$ cat src/rtl/e20_pkg.sv
// Shared definitions for the E20 run controller.
// Holds the controller state encoding, the dump-stream state encoding, the
// E20 default geometry constants and two small helpers.
package e20_pkg;

  localparam int E20_ADDR_W     = 13;
  localparam int E20_DATA_W     = 16;
  localparam int E20_NUM_REGS   = 8;
  localparam int E20_MAX_CYCLES = 100000;

  typedef enum logic [3:0] {
    ST_IDLE,
    ST_CLEAR,
    ST_LOAD,
    ST_HOLD,
    ST_RUN,
    ST_SETTLE,
    ST_DUMP_REG,
    ST_DUMP_MEM,
    ST_DONE
  } e20_state_t;

  typedef enum logic [1:0] {
    DS_IDLE,  // ready to take a word request
    DS_WAIT,  // RAM read in flight
    DS_FULL   // word presented on the stream
  } e20_ds_state_t;

  // Width of a register selector; never narrower than one bit.
  function automatic int e20_sel_width(input int n);
    return (n > 1) ? $clog2(n) : 1;
  endfunction

  // Increment that sticks at all-ones.
  function automatic logic [31:0] e20_sat_inc(input logic [31:0] v);
    return (v == 32'hFFFF_FFFF) ? v : v + 32'd1;
  endfunction

endpackage

$ cat src/rtl/e20_run_controller_if.sv
// Bundle of every non-clock signal of the E20 run controller.
// master : the controller side (drives core_reset, RAM port, dump stream, status)
// slave  : the environment side (start, program loader, core, RAM, registers, sink)
// Signals: start; load_valid/ready/addr/data/last; core_reset/core_halt;
//          mem_we/addr/wdata/rdata; reg_sel/reg_rdata;
//          dump_valid/ready/data/last; busy/done/timeout/cycles.
interface e20_run_controller_if
  import e20_pkg::*;
#(
  parameter int ADDR_W   = E20_ADDR_W,
  parameter int DATA_W   = E20_DATA_W,
  parameter int NUM_REGS = E20_NUM_REGS
);
  localparam int SEL_W = e20_sel_width(NUM_REGS);

  logic              start;
  logic              load_valid;
  logic              load_ready;
  logic [ADDR_W-1:0] load_addr;
  logic [DATA_W-1:0] load_data;
  logic              load_last;
  logic              core_reset;
  logic              core_halt;
  logic              mem_we;
  logic [ADDR_W-1:0] mem_addr;
  logic [DATA_W-1:0] mem_wdata;
  logic [DATA_W-1:0] mem_rdata;
  logic [SEL_W-1:0]  reg_sel;
  logic [DATA_W-1:0] reg_rdata;
  logic              dump_valid;
  logic              dump_ready;
  logic [DATA_W-1:0] dump_data;
  logic              dump_last;
  logic              busy;
  logic              done;
  logic              timeout;
  logic [31:0]       cycles;

  modport master (
    input  start, load_valid, load_addr, load_data, load_last,
           core_halt, mem_rdata, reg_rdata, dump_ready,
    output load_ready, core_reset, mem_we, mem_addr, mem_wdata,
           reg_sel, dump_valid, dump_data, dump_last,
           busy, done, timeout, cycles
  );

  modport slave (
    output start, load_valid, load_addr, load_data, load_last,
           core_halt, mem_rdata, reg_rdata, dump_ready,
    input  load_ready, core_reset, mem_we, mem_addr, mem_wdata,
           reg_sel, dump_valid, dump_data, dump_last,
           busy, done, timeout, cycles
  );

endinterface

$ cat src/rtl/e20_dump_stream.sv
// One-word output stage for the result dump.
// A request either carries its data directly (registers, cycle count) or
// asks for the RAM word whose read is issued in the request cycle; that word
// is captured after the one-cycle read latency. The captured word is held
// on the stream until the sink accepts it.
// Ports:
//   clock, reset      : clock, async active-high reset
//   i_req             : request a new word (only honoured when o_idle)
//   i_from_mem        : word comes from i_mem_rdata one cycle later
//   i_data, i_last    : direct word value, final-word flag
//   i_mem_rdata       : RAM read data
//   i_ready           : sink ready
//   o_idle            : stage empty, a request may be issued
//   o_fire            : handshake this cycle
//   o_valid/o_data/o_last : stream outputs
module e20_dump_stream
  import e20_pkg::*;
#(
  parameter int DATA_W = E20_DATA_W
) (
  input  logic              clock,
  input  logic              reset,
  input  logic              i_req,
  input  logic              i_from_mem,
  input  logic [DATA_W-1:0] i_data,
  input  logic              i_last,
  input  logic [DATA_W-1:0] i_mem_rdata,
  input  logic              i_ready,
  output logic              o_idle,
  output logic              o_fire,
  output logic              o_valid,
  output logic [DATA_W-1:0] o_data,
  output logic              o_last
);

  e20_ds_state_t     r_state;
  logic [DATA_W-1:0] r_data;
  logic              r_last;

  always_ff @(posedge clock or posedge reset) begin
    if (reset) begin
      r_state <= DS_IDLE;
      r_data  <= '0;
      r_last  <= 1'b0;
    end else begin
      case (r_state)
        DS_IDLE: begin
          if (i_req) begin
            r_last <= i_last;
            if (i_from_mem) begin
              r_state <= DS_WAIT;
            end else begin
              r_data  <= i_data;
              r_state <= DS_FULL;
            end
          end
        end
        DS_WAIT: begin
          r_data  <= i_mem_rdata;
          r_state <= DS_FULL;
        end
        DS_FULL: begin
          if (i_ready) begin
            r_state <= DS_IDLE;
            r_last  <= 1'b0;
          end
        end
        default: r_state <= DS_IDLE;
      endcase
    end
  end

  assign o_idle  = (r_state == DS_IDLE);
  assign o_valid = (r_state == DS_FULL);
  assign o_fire  = o_valid && i_ready;
  assign o_data  = r_data;
  // Last flag only ever shows alongside a valid word.
  assign o_last  = o_valid && r_last;

endmodule

$ cat src/rtl/e20_run_controller.sv
// Sequencer for one E20 program run: clear RAM, load a program, hold the
// core in reset, let it run until halt or timeout, then stream out the cycle
// count, the core registers and the first DUMP_WORDS RAM words.
// Ports:
//   clock, reset : clock, async active-high reset
//   bus          : e20_run_controller_if master (loader, core, RAM,
//                  register peek, dump stream, run status)
module e20_run_controller
  import e20_pkg::*;
#(
  parameter int ADDR_W     = E20_ADDR_W,
  parameter int DATA_W     = E20_DATA_W,
  parameter int NUM_REGS   = E20_NUM_REGS,
  parameter int RESET_HOLD = 5,
  parameter int MAX_CYCLES = E20_MAX_CYCLES,
  parameter int DUMP_WORDS = 128
) (
  input  logic                 clock,
  input  logic                 reset,
  e20_run_controller_if.master bus
);

  localparam int                SEL_W        = e20_sel_width(NUM_REGS);
  localparam logic [ADDR_W-1:0] LAST_ADDR    = '1;
  localparam logic [31:0]       MAX_CNT      = 32'(MAX_CYCLES);
  localparam logic [31:0]       HOLD_LAST    = 32'(RESET_HOLD - 1);
  localparam logic [31:0]       REG_LAST_IDX = 32'(NUM_REGS + 1);
  localparam logic [31:0]       MEM_LAST_IDX = 32'(DUMP_WORDS - 1);

  e20_state_t        r_state;
  logic [ADDR_W-1:0] r_clr_addr;
  logic [31:0]       r_hold_cnt;
  logic              r_settle;
  logic [31:0]       r_idx;
  logic [31:0]       r_cycles;
  logic              r_done;
  logic              r_timeout;

  logic              w_load_fire;
  logic              w_dumping;
  logic              w_from_mem;
  logic              w_req;
  logic              w_last;
  logic [31:0]       w_cycles_inc;
  logic [31:0]       w_reg_idx;
  logic [SEL_W-1:0]  w_reg_sel;
  logic [DATA_W-1:0] w_word;
  logic [ADDR_W-1:0] w_mem_addr;
  logic [DATA_W-1:0] w_mem_wdata;
  logic              w_stream_idle;
  logic              w_fire;
  logic              w_dump_valid;
  logic [DATA_W-1:0] w_dump_data;
  logic              w_dump_last;

  assign w_load_fire  = (r_state == ST_LOAD) && bus.load_valid;
  assign w_dumping    = (r_state == ST_DUMP_REG) || (r_state == ST_DUMP_MEM);
  assign w_from_mem   = (r_state == ST_DUMP_MEM);
  // A new word is requested as soon as the output stage has emptied.
  assign w_req        = w_dumping && w_stream_idle;
  assign w_last       = w_from_mem && (r_idx == MEM_LAST_IDX);
  assign w_cycles_inc = e20_sat_inc(r_cycles);
  // Dump words 0 and 1 are the cycle count; registers start at word 2.
  assign w_reg_idx    = r_idx - 32'd2;
  assign w_reg_sel    = w_reg_idx[SEL_W-1:0];

  always_comb begin
    w_word = bus.reg_rdata;
    if (r_idx == 32'd0) begin
      w_word = DATA_W'(r_cycles[31:16]);
    end else if (r_idx == 32'd1) begin
      w_word = DATA_W'(r_cycles[15:0]);
    end
  end

  always_comb begin
    w_mem_addr  = r_idx[ADDR_W-1:0];
    w_mem_wdata = '0;
    case (r_state)
      ST_CLEAR: w_mem_addr = r_clr_addr;
      ST_LOAD: begin
        w_mem_addr  = bus.load_addr;
        w_mem_wdata = bus.load_data;
      end
      default: ;
    endcase
  end

  always_ff @(posedge clock or posedge reset) begin
    if (reset) begin
      r_state    <= ST_IDLE;
      r_clr_addr <= '0;
      r_hold_cnt <= '0;
      r_settle   <= 1'b0;
      r_idx      <= '0;
      r_cycles   <= '0;
      r_done     <= 1'b0;
      r_timeout  <= 1'b0;
    end else begin
      case (r_state)
        ST_IDLE, ST_DONE: begin
          if (bus.start) begin
            r_state    <= ST_CLEAR;
            r_done     <= 1'b0;
            r_timeout  <= 1'b0;
            r_cycles   <= '0;
            r_clr_addr <= '0;
            r_hold_cnt <= '0;
            r_idx      <= '0;
          end
        end
        ST_CLEAR: begin
          r_clr_addr <= r_clr_addr + ADDR_W'(1);
          if (r_clr_addr == LAST_ADDR) begin
            r_state <= ST_LOAD;
          end
        end
        ST_LOAD: begin
          if (w_load_fire && bus.load_last) begin
            r_state    <= ST_HOLD;
            r_hold_cnt <= '0;
          end
        end
        ST_HOLD: begin
          if (r_hold_cnt == HOLD_LAST) begin
            r_state <= ST_RUN;
          end else begin
            r_hold_cnt <= r_hold_cnt + 32'd1;
          end
        end
        ST_RUN: begin
          // The halting cycle still counts as a run cycle.
          r_cycles <= w_cycles_inc;
          if (bus.core_halt) begin
            r_state   <= ST_SETTLE;
            r_timeout <= 1'b0;
            r_settle  <= 1'b0;
          end else if (w_cycles_inc >= MAX_CNT) begin
            r_state   <= ST_SETTLE;
            r_timeout <= 1'b1;
            r_settle  <= 1'b0;
          end
        end
        ST_SETTLE: begin
          r_settle <= 1'b1;
          if (r_settle) begin
            r_state <= ST_DUMP_REG;
            r_idx   <= '0;
          end
        end
        ST_DUMP_REG: begin
          if (w_fire) begin
            if (r_idx == REG_LAST_IDX) begin
              r_state <= ST_DUMP_MEM;
              r_idx   <= '0;
            end else begin
              r_idx <= r_idx + 32'd1;
            end
          end
        end
        ST_DUMP_MEM: begin
          if (w_fire) begin
            if (r_idx == MEM_LAST_IDX) begin
              r_state <= ST_DONE;
              r_done  <= 1'b1;
            end else begin
              r_idx <= r_idx + 32'd1;
            end
          end
        end
        default: r_state <= ST_IDLE;
      endcase
    end
  end

  e20_dump_stream #(
    .DATA_W (DATA_W)
  ) u_dump_stream (
    .clock       (clock),
    .reset       (reset),
    .i_req       (w_req),
    .i_from_mem  (w_from_mem),
    .i_data      (w_word),
    .i_last      (w_last),
    .i_mem_rdata (bus.mem_rdata),
    .i_ready     (bus.dump_ready),
    .o_idle      (w_stream_idle),
    .o_fire      (w_fire),
    .o_valid     (w_dump_valid),
    .o_data      (w_dump_data),
    .o_last      (w_dump_last)
  );

  assign bus.load_ready = (r_state == ST_LOAD);
  assign bus.core_reset = !((r_state == ST_RUN) || (r_state == ST_SETTLE));
  assign bus.mem_we     = (r_state == ST_CLEAR) || w_load_fire;
  assign bus.mem_addr   = w_mem_addr;
  assign bus.mem_wdata  = w_mem_wdata;
  assign bus.reg_sel    = w_reg_sel;
  assign bus.dump_valid = w_dump_valid;
  assign bus.dump_data  = w_dump_data;
  assign bus.dump_last  = w_dump_last;
  assign bus.busy       = !((r_state == ST_IDLE) || (r_state == ST_DONE));
  assign bus.done       = r_done;
  assign bus.timeout    = r_timeout;
  assign bus.cycles     = r_cycles;

endmodule

$ cat src/flat_wrapper.sv
// flat-port wrapper written by rule: the top's interface ports become plain ports
module e20_run_controller_flat import e20_pkg::*;
#(
  parameter int ADDR_W     = E20_ADDR_W,
  parameter int DATA_W     = E20_DATA_W,
  parameter int NUM_REGS   = E20_NUM_REGS,
  parameter int RESET_HOLD = 5,
  parameter int MAX_CYCLES = E20_MAX_CYCLES,
  parameter int DUMP_WORDS = 128
)
  (clock, reset, bus_start, bus_load_valid, bus_load_addr, bus_load_data, bus_load_last, bus_core_halt, bus_mem_rdata, bus_reg_rdata, bus_dump_ready, bus_load_ready, bus_core_reset, bus_mem_we, bus_mem_addr, bus_mem_wdata, bus_reg_sel, bus_dump_valid, bus_dump_data, bus_dump_last, bus_busy, bus_done, bus_timeout, bus_cycles);
  e20_run_controller_if #(.ADDR_W(ADDR_W), .DATA_W(DATA_W), .NUM_REGS(NUM_REGS)) bus_i ();
  input  logic clock;
  input  logic reset;
  input wire logic [$bits(bus_i.start)-1:0] bus_start;
  input wire logic [$bits(bus_i.load_valid)-1:0] bus_load_valid;
  input wire logic [$bits(bus_i.load_addr)-1:0] bus_load_addr;
  input wire logic [$bits(bus_i.load_data)-1:0] bus_load_data;
  input wire logic [$bits(bus_i.load_last)-1:0] bus_load_last;
  input wire logic [$bits(bus_i.core_halt)-1:0] bus_core_halt;
  input wire logic [$bits(bus_i.mem_rdata)-1:0] bus_mem_rdata;
  input wire logic [$bits(bus_i.reg_rdata)-1:0] bus_reg_rdata;
  input wire logic [$bits(bus_i.dump_ready)-1:0] bus_dump_ready;
  output wire logic [$bits(bus_i.load_ready)-1:0] bus_load_ready;
  output wire logic [$bits(bus_i.core_reset)-1:0] bus_core_reset;
  output wire logic [$bits(bus_i.mem_we)-1:0] bus_mem_we;
  output wire logic [$bits(bus_i.mem_addr)-1:0] bus_mem_addr;
  output wire logic [$bits(bus_i.mem_wdata)-1:0] bus_mem_wdata;
  output wire logic [$bits(bus_i.reg_sel)-1:0] bus_reg_sel;
  output wire logic [$bits(bus_i.dump_valid)-1:0] bus_dump_valid;
  output wire logic [$bits(bus_i.dump_data)-1:0] bus_dump_data;
  output wire logic [$bits(bus_i.dump_last)-1:0] bus_dump_last;
  output wire logic [$bits(bus_i.busy)-1:0] bus_busy;
  output wire logic [$bits(bus_i.done)-1:0] bus_done;
  output wire logic [$bits(bus_i.timeout)-1:0] bus_timeout;
  output wire logic [$bits(bus_i.cycles)-1:0] bus_cycles;
  assign bus_i.start = bus_start;
  assign bus_i.load_valid = bus_load_valid;
  assign bus_i.load_addr = bus_load_addr;
  assign bus_i.load_data = bus_load_data;
  assign bus_i.load_last = bus_load_last;
  assign bus_i.core_halt = bus_core_halt;
  assign bus_i.mem_rdata = bus_mem_rdata;
  assign bus_i.reg_rdata = bus_reg_rdata;
  assign bus_i.dump_ready = bus_dump_ready;
  assign bus_load_ready = bus_i.load_ready;
  assign bus_core_reset = bus_i.core_reset;
  assign bus_mem_we = bus_i.mem_we;
  assign bus_mem_addr = bus_i.mem_addr;
  assign bus_mem_wdata = bus_i.mem_wdata;
  assign bus_reg_sel = bus_i.reg_sel;
  assign bus_dump_valid = bus_i.dump_valid;
  assign bus_dump_data = bus_i.dump_data;
  assign bus_dump_last = bus_i.dump_last;
  assign bus_busy = bus_i.busy;
  assign bus_done = bus_i.done;
  assign bus_timeout = bus_i.timeout;
  assign bus_cycles = bus_i.cycles;
  e20_run_controller #(.ADDR_W(ADDR_W), .DATA_W(DATA_W), .NUM_REGS(NUM_REGS), .RESET_HOLD(RESET_HOLD), .MAX_CYCLES(MAX_CYCLES), .DUMP_WORDS(DUMP_WORDS)) u_core (.clock(clock), .reset(reset), .bus(bus_i));
endmodule
$ cat config.mk
export PLATFORM = sky130hd
export DESIGN_NAME = e20_run_controller_flat
export DESIGN_NICKNAME = d
export VERILOG_FILES = /design/src/rtl/e20_pkg.sv /design/src/rtl/e20_run_controller_if.sv /design/src/rtl/e20_dump_stream.sv /design/src/rtl/e20_run_controller.sv /design/src/flat_wrapper.sv
export SDC_FILE = /design/constraint.sdc
export NUM_CORES = 1
export LEC_CHECK = 0
export CAP_MARGIN = 20
export CORE_ASPECT_RATIO = 0.6
export CORE_UTILIZATION = 25
export CTS_CLUSTER_DIAMETER = 30
export DETAILED_ROUTE_END_ITERATION = 10
export PLACE_DENSITY = 0.43
export SETUP_SLACK_MARGIN = 0.15
export SLEW_MARGIN = 10
export SYNTH_ARGS = -nofsm -noshare
export SYNTH_HDL_FRONTEND = slang
export SYNTH_SLANG_ARGS = --single-unit
$ cat constraint.sdc
create_clock -name clock -period 5.7 [get_ports clock]
set_input_delay 1.14 -clock clock [delete_from_list [all_inputs] [get_ports clock]]
set_output_delay 1.14 -clock clock [all_outputs]
set_load 0.1 [all_outputs]
* Word level (Yosys, flattened, before mapping)
Cells that the tools add are included.
** Storage, ports and cells
- Register bits :: 135
- Output and inout bits :: 88
- Logic and storage cells :: 133
** Cells by class
- Mux-type cells :: 50
- $lt $le $gt $ge :: 1
- Add/subtract/negate cells :: 5
- Eq/ne operators :: 31
- Reduce and logical (&&, ||, !) cells :: 35
** Operators with widths (count)
- $mux 32 :: 9
- $pmux 32 s4 :: 1
- $add 32x1->32 const B :: 3
- $pmux 32 s3 :: 1
- $mux 16 :: 5
- $pmux 32 s2 :: 1
- $pmux 13 s2 :: 2
- $mux 4 :: 11
- $eq 32x1->1 const B :: 1
- $eq 32x3->1 const B :: 1
- $eq 32x32->1 const B :: 1
- $eq 32x4->1 const B :: 1
- $eq 32x7->1 const B :: 1
- $ge 32x17->1 const B :: 1
- $logic_not 32->1 :: 1
- $pmux 16 s2 :: 1
- $pmux 4 s8 :: 1
- $ne 2x2->1 const B :: 10
- $eq 4x3->1 const B :: 4
- $add 13x1->13 const B :: 1
- $eq 13x13->1 const B :: 1
- $mux 13 :: 1
- $reduce_bool 2->1 :: 6
- $reduce_and 10->1 :: 1
- 24 further kinds :: 56

* Logic depth before layout (Yosys ltp)
- Word-level depth :: 6
- Gate-level depth with buffers :: 11
- Mapped depth without buffers :: 10

* Hierarchy
A second synthesis with hierarchy kept.
** Unflattened totals
- Cell total of the unflattened synthesis :: 993
- Area total of the unflattened synthesis :: 8538.2 µm²
** By module, submodules not included
- e20_run_controller :: cells an instance 922, times used 1, area an instance 7482.2 µm²
- e20_dump_stream :: cells an instance 71, times used 1, area an instance 1056.0 µm²

* Least setup slack after synthesis
Ideal clock, no wire load.
- Kind :: flip-flop to output port
- Start point :: register u_core.r_state[2]
- End point :: output port bus_mem_addr[10]
- Stages on the path, launching flop included :: 6
- Data arrival time :: 2.960 ns
- Path slack :: 1.600 ns
- Required time :: 4.560 ns
- Path through :: dfrtp_1 -> buf_6 -> nor4b_2 -> clkbuf_1 -> a22oi_1 -> nand2_1
** On the way
- Longest elaborated chain between the ends :: 2
** RTL lines
- from (decl) :: line e20_run_controller.sv:30 : e20_state_t r_state;
- from (signal assigned) :: line e20_run_controller.sv:91 : r_state <= ST_IDLE;
- from (signal assigned) :: line e20_run_controller.sv:103 : r_state <= ST_CLEAR;
- from (signal assigned) :: line e20_run_controller.sv:115 : r_state <= ST_LOAD;
- $eq 4x2->1
- net bus_load_ready :: line flat_wrapper.sv:24 : output wire logic [$bits(bus_i.load_ready)-1:0] bus_load_ready;
- $pmux 13 s2 :: line e20_run_controller.sv:79 : case (r_state)
- to (decl) :: line flat_wrapper.sv:27 : output wire logic [$bits(bus_i.mem_addr)-1:0] bus_mem_addr;
The timed path passes the listed nets, and every way through them passes these cells.

* Worst setup path after layout
- Start point :: register u_core.r_state[0]
- End point :: output port bus_mem_addr[10]
** On the way
- Longest elaborated chain between the ends :: 2
** RTL lines (line)
- $eq 4x2->1 / $eq 4x1->1 (equally long branches) :: e20_run_controller.sv:79
- $pmux 13 s2 * :: e20_run_controller.sv:79
Mark *: on every way between the ends. The rest lies on a longest branch, timed or not.

==> flow_metrics.tcl <==
set metrics [dict create \
    hold_viol 0 \
    layout-drive-gt1-share_pct 6.45 \
    slew_headroom_pct 29.4 \
    r2r-start "u_core.bus.cycles[9]$_DFFE_PP0P_" \
    synth-compound-area-share_pct 17.0 \
    multi_input_area_um2 4650 \
    path_clk_slew_ps 60 \
    num-fill-cells 3449 \
    power.switching_w 0.00285 \
    postCtsSetupBuffers 0 \
    finalCritPeriodShare_pct 84.8 \
    io_buffers 155 \
    cts_resized 0 \
    yosys_register_bits 135 \
    maxSlewViolCount 0 \
    insertedDiodeCount 0 \
    grt_usage_pct 18.1 \
    setup_viol 0 \
    worstSetupEndpointType "output port" \
    pin_count 156 \
    routed_via_density 4.96 \
    grt_remaining_overflow 0 \
    area.growth.synth_to_final_pct 30.6 \
    crit_fanout 22 \
    drt_wl_total_um 30200 \
    dieArea_um2 34300 \
    grt_pass1_vias 7379 \
    cts_tree "yes" \
    min_path_type "reg2reg" \
    synthDistinctLibCells 66 \
    cts.sinks 135 \
    synth_fa_ha_area_share_pct 1.19 \
    min_path_cells 2 \
    cp_data_required_time_ps 4560 \
    clock_power_share_pct 21.4 \
    grt_max_degree 65 \
    pwr-share-comb_pct 53.8 \
    gp_congestion 0.810 \
    p_int_w 0.00256 \
    hold_buffers 0 \
    row_count 51 \
    initial_core_util_pct 25.6 \
    synthCells 1010 \
    fin_util_pct 33.5 \
    syn-cell-area_um2 8390 \
    crit_type "reg2out" \
    p_total_w 0.00541 \
    die_y_um 144 \
    worst_pin_slew_ps 1060 \
    seq_power_share_pct 24.8 \
    synth_fp_nets 1086 \
    holdPathEnd "u_core.u_dump_stream.o_data[14]$_DFFE_PP0P_" \
    num_vias 7920 \
    p_leak_nw 4.23 \
    muxShareOfSynthArea_pct 2.94 \
    place_hpwl_um 22800 \
    synth.avg_cell_area_um2 8.30 \
    grt_pass1_wl_um 46600 \
    setup_slack_ps 867 \
    synth-xor-area-share_pct 6.47 \
    synth_top_family_by_area "simple AND/OR/NAND/NOR gates" \
    yosysWarnings 0 \
    status "completed" \
    drt-wirelength-per-cell_um 18.9 \
    clock_skew_ps 10.4 \
    rsz0062_at_grt "false" \
    p_sw_share_pct 52.7 \
    synth-simple-area-share_pct 27.5 \
    async_flop_share_pct 100 \
    synth-main-ff-cell "dfrtp_1" \
    r2r_setup_slack_ps 1770 \
    cts_buffers 17 \
    synth-edff-count 0 \
    layout_min_cycle_time_ps 4830 \
    final_cells 1597 \
    firstDrtPassIters 5 \
    htreeDepth 4 \
    cts_root_buf "clkbuf_16" \
    crit_path_start_kind "flip-flop" \
    drtIter0Drc 665 \
    ys_seq_area_share_pct 40.3 \
    timing.rr.end "u_core.r_state[0]$_DFFE_PP0P_" \
    drtAntennaViolNets 0 \
    fin_setup_tns_ps 0 \
    core-area_um2 32700 \
    die_w_um 238 \
    irDropWorstVdd_mv 0.256 \
    reg2reg_depth 8 \
    fmax_mhz 207 \
    cp.arrival_ps 3690 \
    clockBufferDepth 2 \
    layout.area.seq_um2 3380 \
    remaining_drc_errors 0 \
    dp_cells 1565 \
    hold_path.startpoint "u_core.u_dump_stream.o_data[14]$_DFFE_PP0P_" \
    nets 1211 \
    antenna_found_initial 0 \
    max_cap_violations 0 \
    dp_worst_setup_slack_ps 1340 \
    cellPowerDensity_nw_per_um2 494 \
    clk_latency_ps 440 \
]
-- state kept, by name, indices dropped and copies added, names as in the netlist, 2 cells and up --
| name | flops |
|---|---|
| u_core.r_idx | 32 |
| u_core.r_hold_cnt | 32 |
| u_core.bus.cycles | 32 |
| u_core.u_dump_stream.o_data | 16 |
| u_core.u_dump_stream.r_state | 2 |
| u_core.r_clr_addr | 13 |
| u_core.r_state | 4 |
-- power groups by stage --
stage	sequential, W	combinational (W)	clock, W
3_3_place_gp	0.00135	0.00293	0
5_1_grt	0.00137	0.00311	0.00123
3_5_place_dp	0.00135	0.00292	0
6_report	0.00134	0.00291	0.00116
2_1_floorplan	0.00185	0.00160	0
4_1_cts	0.00134	0.00293	0.00119
-- synthesized netlist by cell type (22+ instances only) --
cell type | count | area, um^2
nand3_1 | 52 | 260
xor2_1 | 34 | 298
xnor2_1 | 28 | 245
inv_1 | 27 | 101
nand4_1 | 32 | 200
dfrtp_1 | 135 | 3380
o21ai_0 | 93 | 465
a21oi_1 | 46 | 230
nor2_1 | 119 | 447
clkbuf_1 | 40 | 150
or3_1 | 24 | 150
nand2_1 | 117 | 439
nor4_1 | 24 | 150
mux2i_1 | 22 | 220
-- per-layer routing --
layer	global-route usage, %	vias to the layer above	routed length, um	part of all wire, %
li1	-	3876	-	-
met1	29.0	3811	16800	56
met2	22.9	216	11300	37
met5	0	-	0	0
met3	4.76	17	1850	6.1
met4	4.42	0	281	0.93
-- critical path: stages (launching register included) --
cell             delay, ps
dfrtp_1                620
nor4b_4                980
buf_4                  340
a22oi_1                 80
nand2_1                 80
clkdlybuf4s50_1       1140
-- area by class of cell --
type	count	area share, %
Multi-Input combinational cell	785	42.4
Sequential cell	135	30.8
Timing Repair Buffer	169	15.1
Tap cell	450	5.14
Clock buffer	19	4.13
Clock inverter	12	1.39
Inverter	27	0.971
-- worst max-delay path by stage --
stage                                             endpoint                           from  slack, ps  cells after the start
after floorplan           u_core.bus.cycles[0]$_DFFE_PP0P_                          reset        950                      1
after global placement                    bus_mem_addr[10]  u_core.r_state[0]$_DFFE_PP0P_       1350                      5
after detailed placement                  bus_mem_addr[10]  u_core.r_state[0]$_DFFE_PP0P_       1340                      5
after CTS                                 bus_mem_addr[10]  u_core.r_state[0]$_DFFE_PP0P_        840                      5
after global routing                      bus_mem_addr[10]  u_core.r_state[0]$_DFFE_PP0P_        630                      5
final                                     bus_mem_addr[10]  u_core.r_state[0]$_DFFE_PP0P_        870                      5
-- per-stage QoR --
stage	instance area (um^2)	hold WS [ps]
after floorplan	8390	460
after global placement	10300	466
after detailed placement	10300	476
after CTS	10900	490
after global routing	11000	511
final	11000	485
-- cell usage in the layout (no fill, tap or decap), types with 6 or more instances in the layout --
master and n:
buf_4 13, and2_1 20, inv_1 26, and4_1 7, dfrtp_1 135, ha_1 8
or3_1 24, nor2_1 118, or4_1 6, nor4_1 23, nand3_1 52, a22oi_1 12
and3_1 10, a211oi_1 18, mux2i_1 22, o21ai_0 93, xor2_1 34, nand2_1 117
or2_2 8, a31oi_1 12, nand4_1 32, o31ai_1 8, clkdlybuf4s50_1 155, a21oi_1 46
nor3_1 19, clkbuf_16 17, o2111ai_1 6, xnor2_1 28
-- cells by family (layout without fill, tap and decap cells) --
logic type                 after synthesis  count (layout)
and+or+nand+nor                        462             462
DFF                                    135             135
AOI/OAI and AO/OA                      229             229
adders and majority gates                8               8
buffers and inverters                   90             227
muxes                                   24              24
xor gates and xnor gates                62              62
No activity file was read; power rests on OpenSTA's default activity.
==> patch (config.mk and constraints unchanged) <==
Set the package constant `E20_ADDR_W` to 12 (it was 13).
--- a/src/rtl/e20_pkg.sv
+++ b/src/rtl/e20_pkg.sv
@@ -3,7 +3,7 @@
 // E20 default geometry constants and two small helpers.
 package e20_pkg;
 
-  localparam int E20_ADDR_W     = 13;
+  localparam int E20_ADDR_W     = 12;
   localparam int E20_DATA_W     = 16;
   localparam int E20_NUM_REGS   = 8;
   localparam int E20_MAX_CYCLES = 100000;
Ports: changed (resized bus_load_addr and bus_mem_addr); port bits go from 156 to 154. The function was not compared with the original's and may differ.
==> patch against the unedited design <==
Worst setup slack improved by 0.021 ns; largest power group unchanged; fmax grew 0.44%; die area is 0.93% higher; cell area increased by 0.66%; first-iteration DRC count increased by 3.8%; cell count up 0.63%; sequential cell count decreased by 1; wire length is 2.2% higher; power fell by 16%; combinational power fell by 24%; synthesized area rose by 0.94%; largest cell class unchanged.
==> patch: results (changes against the unedited design) <==
qor: synthesis.post_synth_main_area_contributors sky130_fd_sc_hd__dfrtp_1 (40%), sky130_fd_sc_hd__nand2_1 (6.3%), sky130_fd_sc_hd__nor2_1 (5.0%), sky130_fd_sc_hd__o21ai_0 (5.0%), sky130_fd_sc_hd__xnor2_1 (3.8%) [was sky130_fd_sc_hd__dfrtp_1 (40%), sky130_fd_sc_hd__o21ai_0 (5.5%), sky130_fd_sc_hd__nor2_1 (5.3%), sky130_fd_sc_hd__nand2_1 (5.2%), sky130_fd_sc_hd__xor2_1 (3.6%)]
qor: place.place.port_buffers 153 [was 155]
qor: synthesis.synth-compound-area-share 15.68% [was 16.97%]
qor: timing.final.period_utilization 84.42% [was 84.79%]
qor: synthesis.post_synth_fa_ha_maj_area_fraction 1.182% [was 1.193%]
qor: synthesis.syn-mean-instance-area 8.317 sq um [was 8.305 sq um]
qor: pwr.clkPwrFrac 24.4% [was 21.4%]
qor: pwr.p_comb_share 48.7% [was 53.8%]
qor: synthesis.synth.mux.area_fraction 2.704% [was 2.939%]
qor: global_route.grt_first_pass_wirelength 46.80 mm [was 46.58 mm]
qor: pwr.p_leak 4.266 nW [was 4.227 nW]
qor: worst_hold_path.timing.hold.worst_endpoint u_core.bus.done$_DFFE_PP0P_ [was u_core.u_dump_stream.o_data[14]$_DFFE_PP0P_]
qor: global_route.grt_start_max_net_pins 64 [was 65]
qor: critical_path.critical_path.reg2reg.startpoint u_core.bus.cycles[10]$_DFFE_PP0P_ [was u_core.bus.cycles[9]$_DFFE_PP0P_]
qor: layout.fin_nets 1219 [was 1211]
qor: synthesis.post_synth_most_frequent_cells sky130_fd_sc_hd__nand2_1 (142), sky130_fd_sc_hd__dfrtp_1 (134), sky130_fd_sc_hd__nor2_1 (112) [was sky130_fd_sc_hd__dfrtp_1 (135), sky130_fd_sc_hd__nor2_1 (119), sky130_fd_sc_hd__nand2_1 (117)]
qor: worst_hold_path.min_from u_core.bus.done$_DFFE_PP0P_ [was u_core.u_dump_stream.o_data[14]$_DFFE_PP0P_]
qor: outcome.outcome finished clean [unchanged]
qor: global_route.grt_use_total 18.13% [was 18.10%]
qor: place.globalplace.congestion 0.8795 [was 0.8099]
qor: synthesis.synth.yosys.seq_area_share 39.60% [was 40.27%]
qor: layout.drive_gt1_share 7.001% [was 6.452%]
qor: synthesis.xor_xnor_share_of_the_synthesized_area 6.620% [was 6.474%]
qor: critical_path.setup.worst_path.end bus_mem_addr[5] [was bus_mem_addr[10]]
qor: drt.initialDrtViolationCount 690 [was 665]
qor: pwr.worst_ir_drop_vdd 208.4 uV [was 255.9 uV]
-- patch: layout make-up --
| class | count | area [sq um] |
|---|---|---|
| repair buffers | 169 | 1664 |
| flip-flops and latches | 134 | 3353 |
| inverters | 27 | 106.4 |
| well taps | 450 | 563.0 |
| multi-input cells | 795 | 4761 |
| clock buffers | 17 | 425.4 |
| clock inverters | 15 | 153.9 |
| fillers | 3443 | 21840 |
-- patch: cells by family (layout without fill, tap and decap cells) --
family / count (synthesis) / after routing
AO/OA/AOI/OAI: 215 / 215
XOR/XNOR: 64 / 64
adder cells (fa/ha/maj): 8 / 8
buffers and inverters: 89 / 228
flip-flops: 134 / 134
multiplexers: 22 / 22
AND/OR/NAND/NOR: 486 / 486
-- patch: routing by layer --
metal | vias up | routed length [um] | track usage (%)
met5 | - | 0 | 0
met4 | 0 | 297 | 3.812
met3 | 22 | 2448 | 5.115
met2 | 264 | 11430 | 23.02
met1 | 3815 | 16690 | 28.90
li1 | 3900 | - | -
